<file path="src/rtl/fft_pkg.sv">
// Shared sizes and core-state encoding for the 16-point FFT frame sequencer.
package fft_pkg;

   localparam int unsigned N   = 16;               // points per frame
   localparam int unsigned DW  = 16;               // input sample width
   localparam int unsigned YW  = 32;               // output bin width
   localparam int unsigned IW  = $clog2(N);        // bin index width
   localparam int unsigned FCW = $clog2(N + 1);    // fill count width, must reach N

   typedef enum logic [1:0] {
      C_IDLE  = 2'd0,
      C_WAIT  = 2'd1,
      C_DRAIN = 2'd2
   } core_state_e;

endpackage

</file>
<file path="src/rtl/fft_drain_serializer.sv">
// Captures the parallel FFT bins and drains them one per handshake on a valid/ready port.
module fft_drain_serializer
   import fft_pkg::*;
(
   input  logic            clk_i,
   input  logic            rst_i,
   input  logic            capture_i,
   input  logic [N*YW-1:0] bins_i,
   output logic [YW-1:0]   m_data_o,
   output logic            m_valid_o,
   input  logic            m_ready_i,
   output logic            m_last_o,
   output logic [IW-1:0]   m_index_o,
   output logic            last_done_o
);

   logic [YW-1:0] obuf_q [N];
   logic [IW-1:0] index_q;
   logic          active_q;
   logic          at_last;

   assign at_last     = (index_q == IW'(N - 1));
   assign m_valid_o   = active_q;
   assign m_data_o    = obuf_q[index_q];
   assign m_last_o    = active_q && at_last;
   assign m_index_o   = index_q;
   assign last_done_o = active_q && m_ready_i && at_last;

   // Bin buffer and beat pointer; pointer wraps to 0 on the final beat
   always_ff @(posedge clk_i) begin
      if (rst_i) begin
         for (int k = 0; k < N; k++) obuf_q[k] <= '0;
         index_q  <= '0;
         active_q <= 1'b0;
      end else if (capture_i) begin
         for (int k = 0; k < N; k++) obuf_q[k] <= bins_i[k*YW +: YW];
         index_q  <= '0;
         active_q <= 1'b1;
      end else if (active_q && m_ready_i) begin
         index_q <= index_q + IW'(1);
         if (at_last) active_q <= 1'b0;
      end
   end

endmodule

</file>
<file path="src/rtl/fft_frame_sequencer.sv">
// Collects serial samples into frames, launches them into main_fft, waits out the core
// latency, then hands the bins to the drain serializer.
module fft_frame_sequencer
   import fft_pkg::*;
#(
   parameter int unsigned FFT_LAT = 3
) (
   input  logic            clk_i,
   input  logic            rst_i,
   input  logic [DW-1:0]   s_data_i,
   input  logic            s_valid_i,
   output logic            s_ready_o,
   output logic [N*DW-1:0] fft_x_o,
   input  logic [N*YW-1:0] fft_y_i,
   output logic [YW-1:0]   m_data_o,
   output logic            m_valid_o,
   input  logic            m_ready_i,
   output logic            m_last_o,
   output logic [IW-1:0]   m_index_o,
   output logic            busy_o,
   output logic [7:0]      frames_done_o
);

   localparam int unsigned WCW = (FFT_LAT > 1) ? $clog2(FFT_LAT) : 1;
   localparam int unsigned FDW = 8;

   core_state_e     state_q;
   logic [FCW-1:0]  fill_cnt_q;
   logic [DW-1:0]   fbuf_q [N];
   logic [N*DW-1:0] hold_q;
   logic [WCW-1:0]  wait_cnt_q;
   logic            busy_q;
   logic [FDW-1:0]  frames_done_q;
   logic            frame_full;
   logic            accept;
   logic            capture;
   logic            last_done;

   assign frame_full    = (fill_cnt_q == FCW'(N));
   assign s_ready_o     = !rst_i && !frame_full;
   assign accept        = s_valid_i && s_ready_o;
   assign capture       = (state_q == C_WAIT) && (wait_cnt_q == '0);
   assign fft_x_o       = hold_q;
   assign busy_o        = busy_q;
   assign frames_done_o = frames_done_q;

   // Fill buffer; contents are only meaningful up to fill_cnt, so it carries no reset
   always_ff @(posedge clk_i) begin
      if (accept) fbuf_q[fill_cnt_q[IW-1:0]] <= s_data_i;
   end

   // Fill counter and core FSM; accept and launch are exclusive since launch needs a full frame
   always_ff @(posedge clk_i) begin
      if (rst_i) begin
         state_q       <= C_IDLE;
         fill_cnt_q    <= '0;
         hold_q        <= '0;
         wait_cnt_q    <= '0;
         busy_q        <= 1'b0;
         frames_done_q <= '0;
      end else begin
         if (accept) fill_cnt_q <= fill_cnt_q + FCW'(1);
         case (state_q)
            C_IDLE: begin
               if (frame_full) begin
                  for (int k = 0; k < N; k++) hold_q[k*DW +: DW] <= fbuf_q[k];
                  fill_cnt_q <= '0;
                  wait_cnt_q <= WCW'(FFT_LAT - 1);
                  busy_q     <= 1'b1;
                  state_q    <= C_WAIT;
               end
            end
            C_WAIT: begin
               if (wait_cnt_q == '0) state_q    <= C_DRAIN;
               else                  wait_cnt_q <= wait_cnt_q - WCW'(1);
            end
            C_DRAIN: begin
               if (last_done) begin
                  frames_done_q <= frames_done_q + FDW'(1);
                  busy_q        <= 1'b0;
                  state_q       <= C_IDLE;
               end
            end
            default: begin
               busy_q  <= 1'b0;
               state_q <= C_IDLE;
            end
         endcase
      end
   end

   fft_drain_serializer u_drain (
      .clk_i       (clk_i),
      .rst_i       (rst_i),
      .capture_i   (capture),
      .bins_i      (fft_y_i),
      .m_data_o    (m_data_o),
      .m_valid_o   (m_valid_o),
      .m_ready_i   (m_ready_i),
      .m_last_o    (m_last_o),
      .m_index_o   (m_index_o),
      .last_done_o (last_done)
   );

endmodule

</file>
<file path="config.mk">
export PLATFORM = sky130hd
export DESIGN_NAME = fft_frame_sequencer
export DESIGN_NICKNAME = d
export VERILOG_FILES = /design/src/rtl/fft_pkg.sv /design/src/rtl/fft_drain_serializer.sv /design/src/rtl/fft_frame_sequencer.sv
export SDC_FILE = /design/constraint.sdc
export NUM_CORES = 1
export LEC_CHECK = 0
export ABC_CLOCK_PERIOD_IN_PS = 22600
export CORE_AREA = 2 2 321 323
export DETAILED_ROUTE_END_ITERATION = 8
export DIE_AREA = 0 0 323 325
export DONT_BUFFER_PORTS = 1
export HOLD_SLACK_MARGIN = 0.08
export MAX_ROUTING_LAYER = met4
export SYNTH_ARGS = -nofsm -noshare
export SYNTH_HDL_FRONTEND = slang
export SYNTH_SLANG_ARGS = --single-unit
</file>
<file path="constraint.sdc">
create_clock -name clk_i -period 22.6 [get_ports clk_i]
set_input_delay 1.13 -clock clk_i [delete_from_list [all_inputs] [get_ports clk_i]]
set_output_delay 1.13 -clock clk_i [all_outputs]
set_load 0.005 [all_outputs]
</file>
* Yosys cells after proc, flatten, opt, wreduce, memory -nomap -nowiden
Memory sizes are Yosys's and may differ from the RTL's. A register that Yosys moved wholly into a read port is not among the register bits.
Cells that the tools add are included.
Widths: inputs -> output; s select.
** Operators by class
- $lt $le $gt $ge :: 0
- Shift operators :: 0
- Bitwise logic cells :: 17
- Eq/ne operators :: 8
- Multiplexer cells :: 41
- Multiply operators :: 0
- $add $sub $neg :: 4
- Reduce and logical (&&, ||, !) cells :: 20
- Div/mod/pow operators :: 0
** Operator list (number)
- $mux 32 :: 16
- $or 1x1->1 :: 16
- $mux 5 :: 3
- $mux 1 :: 12
- $mux 2 :: 5
- $reduce_and 3->1 :: 3
- $add 8x1->8 const B :: 1
- $mux 4 :: 2
- $logic_and 1x1->1 :: 6
- $ne 2x2->1 const B :: 3
- $pmux 2 s3 :: 1
- $reduce_and 2->1 :: 3
- $reduce_bool 2->1 :: 3
- $add 5x1->5 const B :: 1
- $eq 5x5->1 const B :: 1
- $add 4x1->4 const B :: 1
- $eq 4x4->1 const B :: 1
- $logic_not 2->1 :: 2
- $pmux 2 s2 :: 1
- $pmux 1 s3 :: 1
- $eq 2x1->1 const B :: 1
- $eq 2x2->1 const B :: 1
- $logic_not 1->1 :: 2
- $ne 2x1->1 const B :: 1
- other kinds (3) :: 3
** Word-level totals
- Input bits :: 532
- Output and inout bits :: 304
- Word-level logic and storage cells :: 99
- Bits in registers :: 23
- Memories :: 2
- RAM bits :: 768
- Bits in read-only memories :: 0
- Bits in latches :: 0
** Memories
- u_drain.obuf_q :: words 16, bits a word 32, rd ports 1, clocked after memory_dff 1, wr ports 16, RTL line fft_drain_serializer.sv:17 : logic [YW-1:0] obuf_q [N];
- fbuf_q :: words 16, bits a word 16, rd ports 16, clocked after memory_dff 16, wr ports 1, RTL line fft_frame_sequencer.sv:29 : logic [DW-1:0] fbuf_q [N];

* Longest topological paths before layout
- Depth in word-level cells :: 7
- Mapped depth :: 9
- Mapped depth without buffers :: 6

* Hierarchy
A second synthesis with hierarchy kept.
** Unflattened totals
- Cell total of the unflattened synthesis :: 2936
- Area total of the unflattened synthesis :: 41175.7 µm²
** Modules (own cells, without submodules)
- fft_drain_serializer :: area an instance 22808.1 µm², times used 1, sequential area each 15554.9 µm², cells each 1385
- fft_frame_sequencer :: area an instance 18367.6 µm², times used 1, sequential area each 13172.6 µm², cells each 1551

* Least setup slack after synthesis
No wires, ideal clock.
- Path type :: input -> register
- Start point :: input port rst_i
- End point :: register (tool-made name)
- Stages :: 4
- Slack :: 7.717 ns
- Path buffers :: 2
- Arrival time :: 14.193 ns
- Library setup time :: 0.691 ns
- Required time :: 21.909 ns
- Path through :: buf_2 > clkbuf_1 > nand2b_1 > nor2_1
** RTL lines
- from (decl) :: RTL line fft_frame_sequencer.sv:9 : input logic rst_i,

==> results.txt <==
----------------------------------------------------
[Floorplan]
  Initial standard-cell utilization of the core ... 39.9%
  Die Outline Area ... 0.105 sq mm
  I/O pin count ... 836
  Core Region ... 0.101 sq mm
  Cell row count ... 117
  Horizontal extent of the die ... 323 microns
  Vert. Die Dim ... 325 microns

[STA]
  Clock tree skew after final layout ... 0.0567 ns
  Fin crit share ... 24.2%
  Clock period minus worst slack ... 5.47 ns
  Final WS setup ... 17.13 ns
  Setup repair after global routing missed its margin ... no
  Highest clock frequency the design can meet ... 183 MHz
  Hold Fails Final Rpt ... 0
  Summed negative setup slack over all endpoints ... 0 ns
  # setup viols final ... 0
  Slew @ Worst Pin ... 1.32 ns
  Max transition margin ... 11.9%
  Number of slew-limit violations in the final report ... 0

[Setup path]
  Crit path DAT ... 4.34 ns
  Capturing element type of the critical path ... output pin
  Buffers and inverters on the worst path ... 2
  Endpoint of the worst register-to-register path ... fft_x_o[67]$_SDFFE_PP0P_
  Sort of element at the start of the critical path ... register
  R2R cell count ... 8
  Largest delay share family, worst path ... buffers and inverters
  Largest fanout of any net on the critical path ... 44
  Worst-path cell chain ... buf_4 -> buf_4 -> mux4_2 -> a22oi_1 -> nand2_1
  Type of the worst setup path ... register to output pin
  Data required, critical path ... 21.47 ns
  Worst path most repeated cell ... buf_4
  Slowest CP cell ... buf_4
  CP peak stage delay ... 0.81 ns
  Worst-case register-to-register setup slack ... 18.50 ns
  Beginning of the worst register-to-register path ... fill_cnt_q[0]$_SDFF_PP0_

[Synth]
  Number of warnings printed during yosys synthesis ... 0
  Synthesis-stage register bit count ... 1051
  Top post-synthesis cells by count ... edfxtp_1 (768), nand2_1 (557), and2_1 (323), dfxtp_1 (283), a21oi_1 (265)
  Synthesized instance count ... 2877
  Mapped Avg Cell Area ... 14.0 sq um
  Post-synthesis async set-or-reset flop share ... 0%
  Fraction of post-synthesis cell area in the top cell type by area ... 57.1%
  Leading cell type by number of instances after synthesis ... edfxtp_1
  Leading register cell type out of synthesis ... edfxtp_1
  Number of enable flip-flop cells after synthesis ... 768
  Syn Nets ... 3416
  Leading cell types by total area after synthesis ... edfxtp_1 (57%), dfxtp_1 (14%), mux4_2 (7.1%)
  Register area share after synthesis ... 71.1%
  Library cell with the largest summed area after synthesis ... edfxtp_1
  Unique cell type count in the Yosys netlist ... 42
  Synthesized area ... 0.0404 sq mm

[Job]
  Number of max-capacitance violations reported ... 0

[Drt]
  Detailed-route via count ... 23005
  Iteration-0 DRC Markers ... 2121
  ANT nets after route ... 0
  Drt first pass iters ... 5
  Routed wire length per instance ... 27.9 microns
  Overall routed net length ... 123 mm
  Drt via density ... 5.24
  Count of unresolved DRC violations after routing ... 0

[Clock network]
  Hold buffers post-CTS ... 0
  CTS HTree Levels ... 3
  Post-cts sizing count ... 0
  Root cell of the clock tree ... clkbuf_16
  Num CTS Buffers ... 107
  Max clock buf depth ... 3
  TritonCTS clock tree ... built
  Sinks on the clock net ... 1051
  CTS clock-pin slew for the worst setup and hold paths ... 0.06 ns
  Clock network latency to the later pin of the worst-skew pair ... 0.70 ns
  Number of buffers added for setup after CTS ... 0

[Cells and area]
  Number of standard cells in the final layout excluding fillers ... 4387
  Area added between synthesis and finish ... 12.7%
  Post-layout instance area ... 0.0455 sq mm
  Utilization after layout ... 44.9%
  Net count, final ... 3365
  Share of layout cells above drive strength 1 ... 11.9%

[Place]
  Half-perimeter wire length after detailed placement ... 83.4 mm
  Count of input and output buffers ... 0
  Instance count after placement with tap cells included ... 4085
  Post-place setup slack ... 17.76 ns
  RD Place Congestion ... 0.839
  Cell area after placement ... 0.0415 sq mm

[Run status]
  Status ... completed

[Power]
  Leakage dissipation ... 0.0149 uW
  Worst IR Drop VDD ... 0.0795 mV
  Cell area power density ... 88.9 mW/mm^2

[GRT]
  Largest net degree at the start of global routing ... 472
  Final global-route overflow total ... 0
  Aggregate global-route resource usage ... 23.3%
  Number of global-route vias before repair ... 23056
  Initial antenna violation count ... 109
  Global-route wire length before repair ... 170 mm

[Hold path]
  Startpoint of the most critical hold path ... fft_x_o[118]$_SDFFE_PP0P_
  Capture endpoint of the worst hold path ... fft_x_o[118]$_SDFFE_PP0P_
  Min-Delay Path Class ... register to register
  Number of stages on the worst hold path ... 2

----------------------------------------------------
## per-layer routing
metal | up-vias | routed length, microns | track usage (%)
met3 | 207 | 14800 | 10.3
met5 | - | 0 | -
met1 | 11516 | 42200 | 24.5
met4 | 0 | 3490 | 6.91
met2 | 1038 | 62200 | 39.4
li1 | 10244 | - | -
## how the worst max path moves through the flow
stage	startpoint	endpoint	depth (start not counted)
3_3_place_gp	register	m_data_o[6]	5
3_5_place_dp	register	m_data_o[6]	5
6_report	register	m_data_o[6]	5
4_1_cts	register	m_data_o[6]	5
5_1_grt	register	m_data_o[6]	5
2_1_floorplan	rst_i	register	4
## stage by stage
stage          hold slack, ns  total power (uW)
5_1_grt                 0.476              4160
6_report                0.474              4050
3_3_place_gp            0.468              2230
4_1_cts                 0.456              4080
3_5_place_dp            0.468              2230
2_1_floorplan           0.453              2240
## worst register-to-register path, delay by kind of cell, from the launching register on
family,cells,cell delay (ns)
adders and majority gates,1,0.26
and+or+nand+nor,3,1.28
DFF,1,0.43
AOI/OAI and AO/OA,1,0.18
buffers and inverters,3,1.82
## cell families after synthesis
group,after synthesis,share of synthesized area [%]
buffers and inverters,197,2.41
flip-flops,1051,71.1
multiplexers,130,7.19
AO/OA/AOI/OAI,334,4.57
adder cells (fa/ha/maj),7,0.217
XOR/XNOR,11,0.239
AND/OR/NAND/NOR,1147,14.2
## layout by cell type, fill, tap and decap left out, types with 28 or more instances in the layout
cell type	instances
buf_4	29
nand2_1	557
nor2b_1	192
dfxtp_1	281
a21oi_1	265
nor2_1	28
diode_2	99
clkbuf_16	110
mux4_2	128
a22oi_1	64
edfxtp_1	768
and2_1	322
## where the power goes
| group | internal, uW | total [uW] | switching (uW) |
|---|---|---|---|
| registers | 2110 | 2130 | 14.0 |
| clock network | 1100 | 1860 | 759 |
| logic | 25.4 | 64.2 | 38.8 |
| total | 3230 | 4050 | 812 |
## state kept, by name (all words and copies together), names as in the netlist, named ones only
register,flops
busy_o,1
fbuf_q,256
u_drain.m_index_o,4
u_drain.m_valid_o,1
fft_x_o,256
frames_done_o,8
wait_cnt_q,2
state_q,2
fill_cnt_q,5
u_drain.obuf_q,512
## cell type report
type	instances	area, sq um
Antenna cell	99	248
Clock buffer	147	3000
Clock inverter	56	749
Fill cell	8914	55800
Inverter	5	18.8
Multi-Input combinational cell	1629	10800
Sequential cell	1051	28700
Tap cell	1368	1710
Timing Repair Buffer	32	278
(Power assumes the default switching activity.)
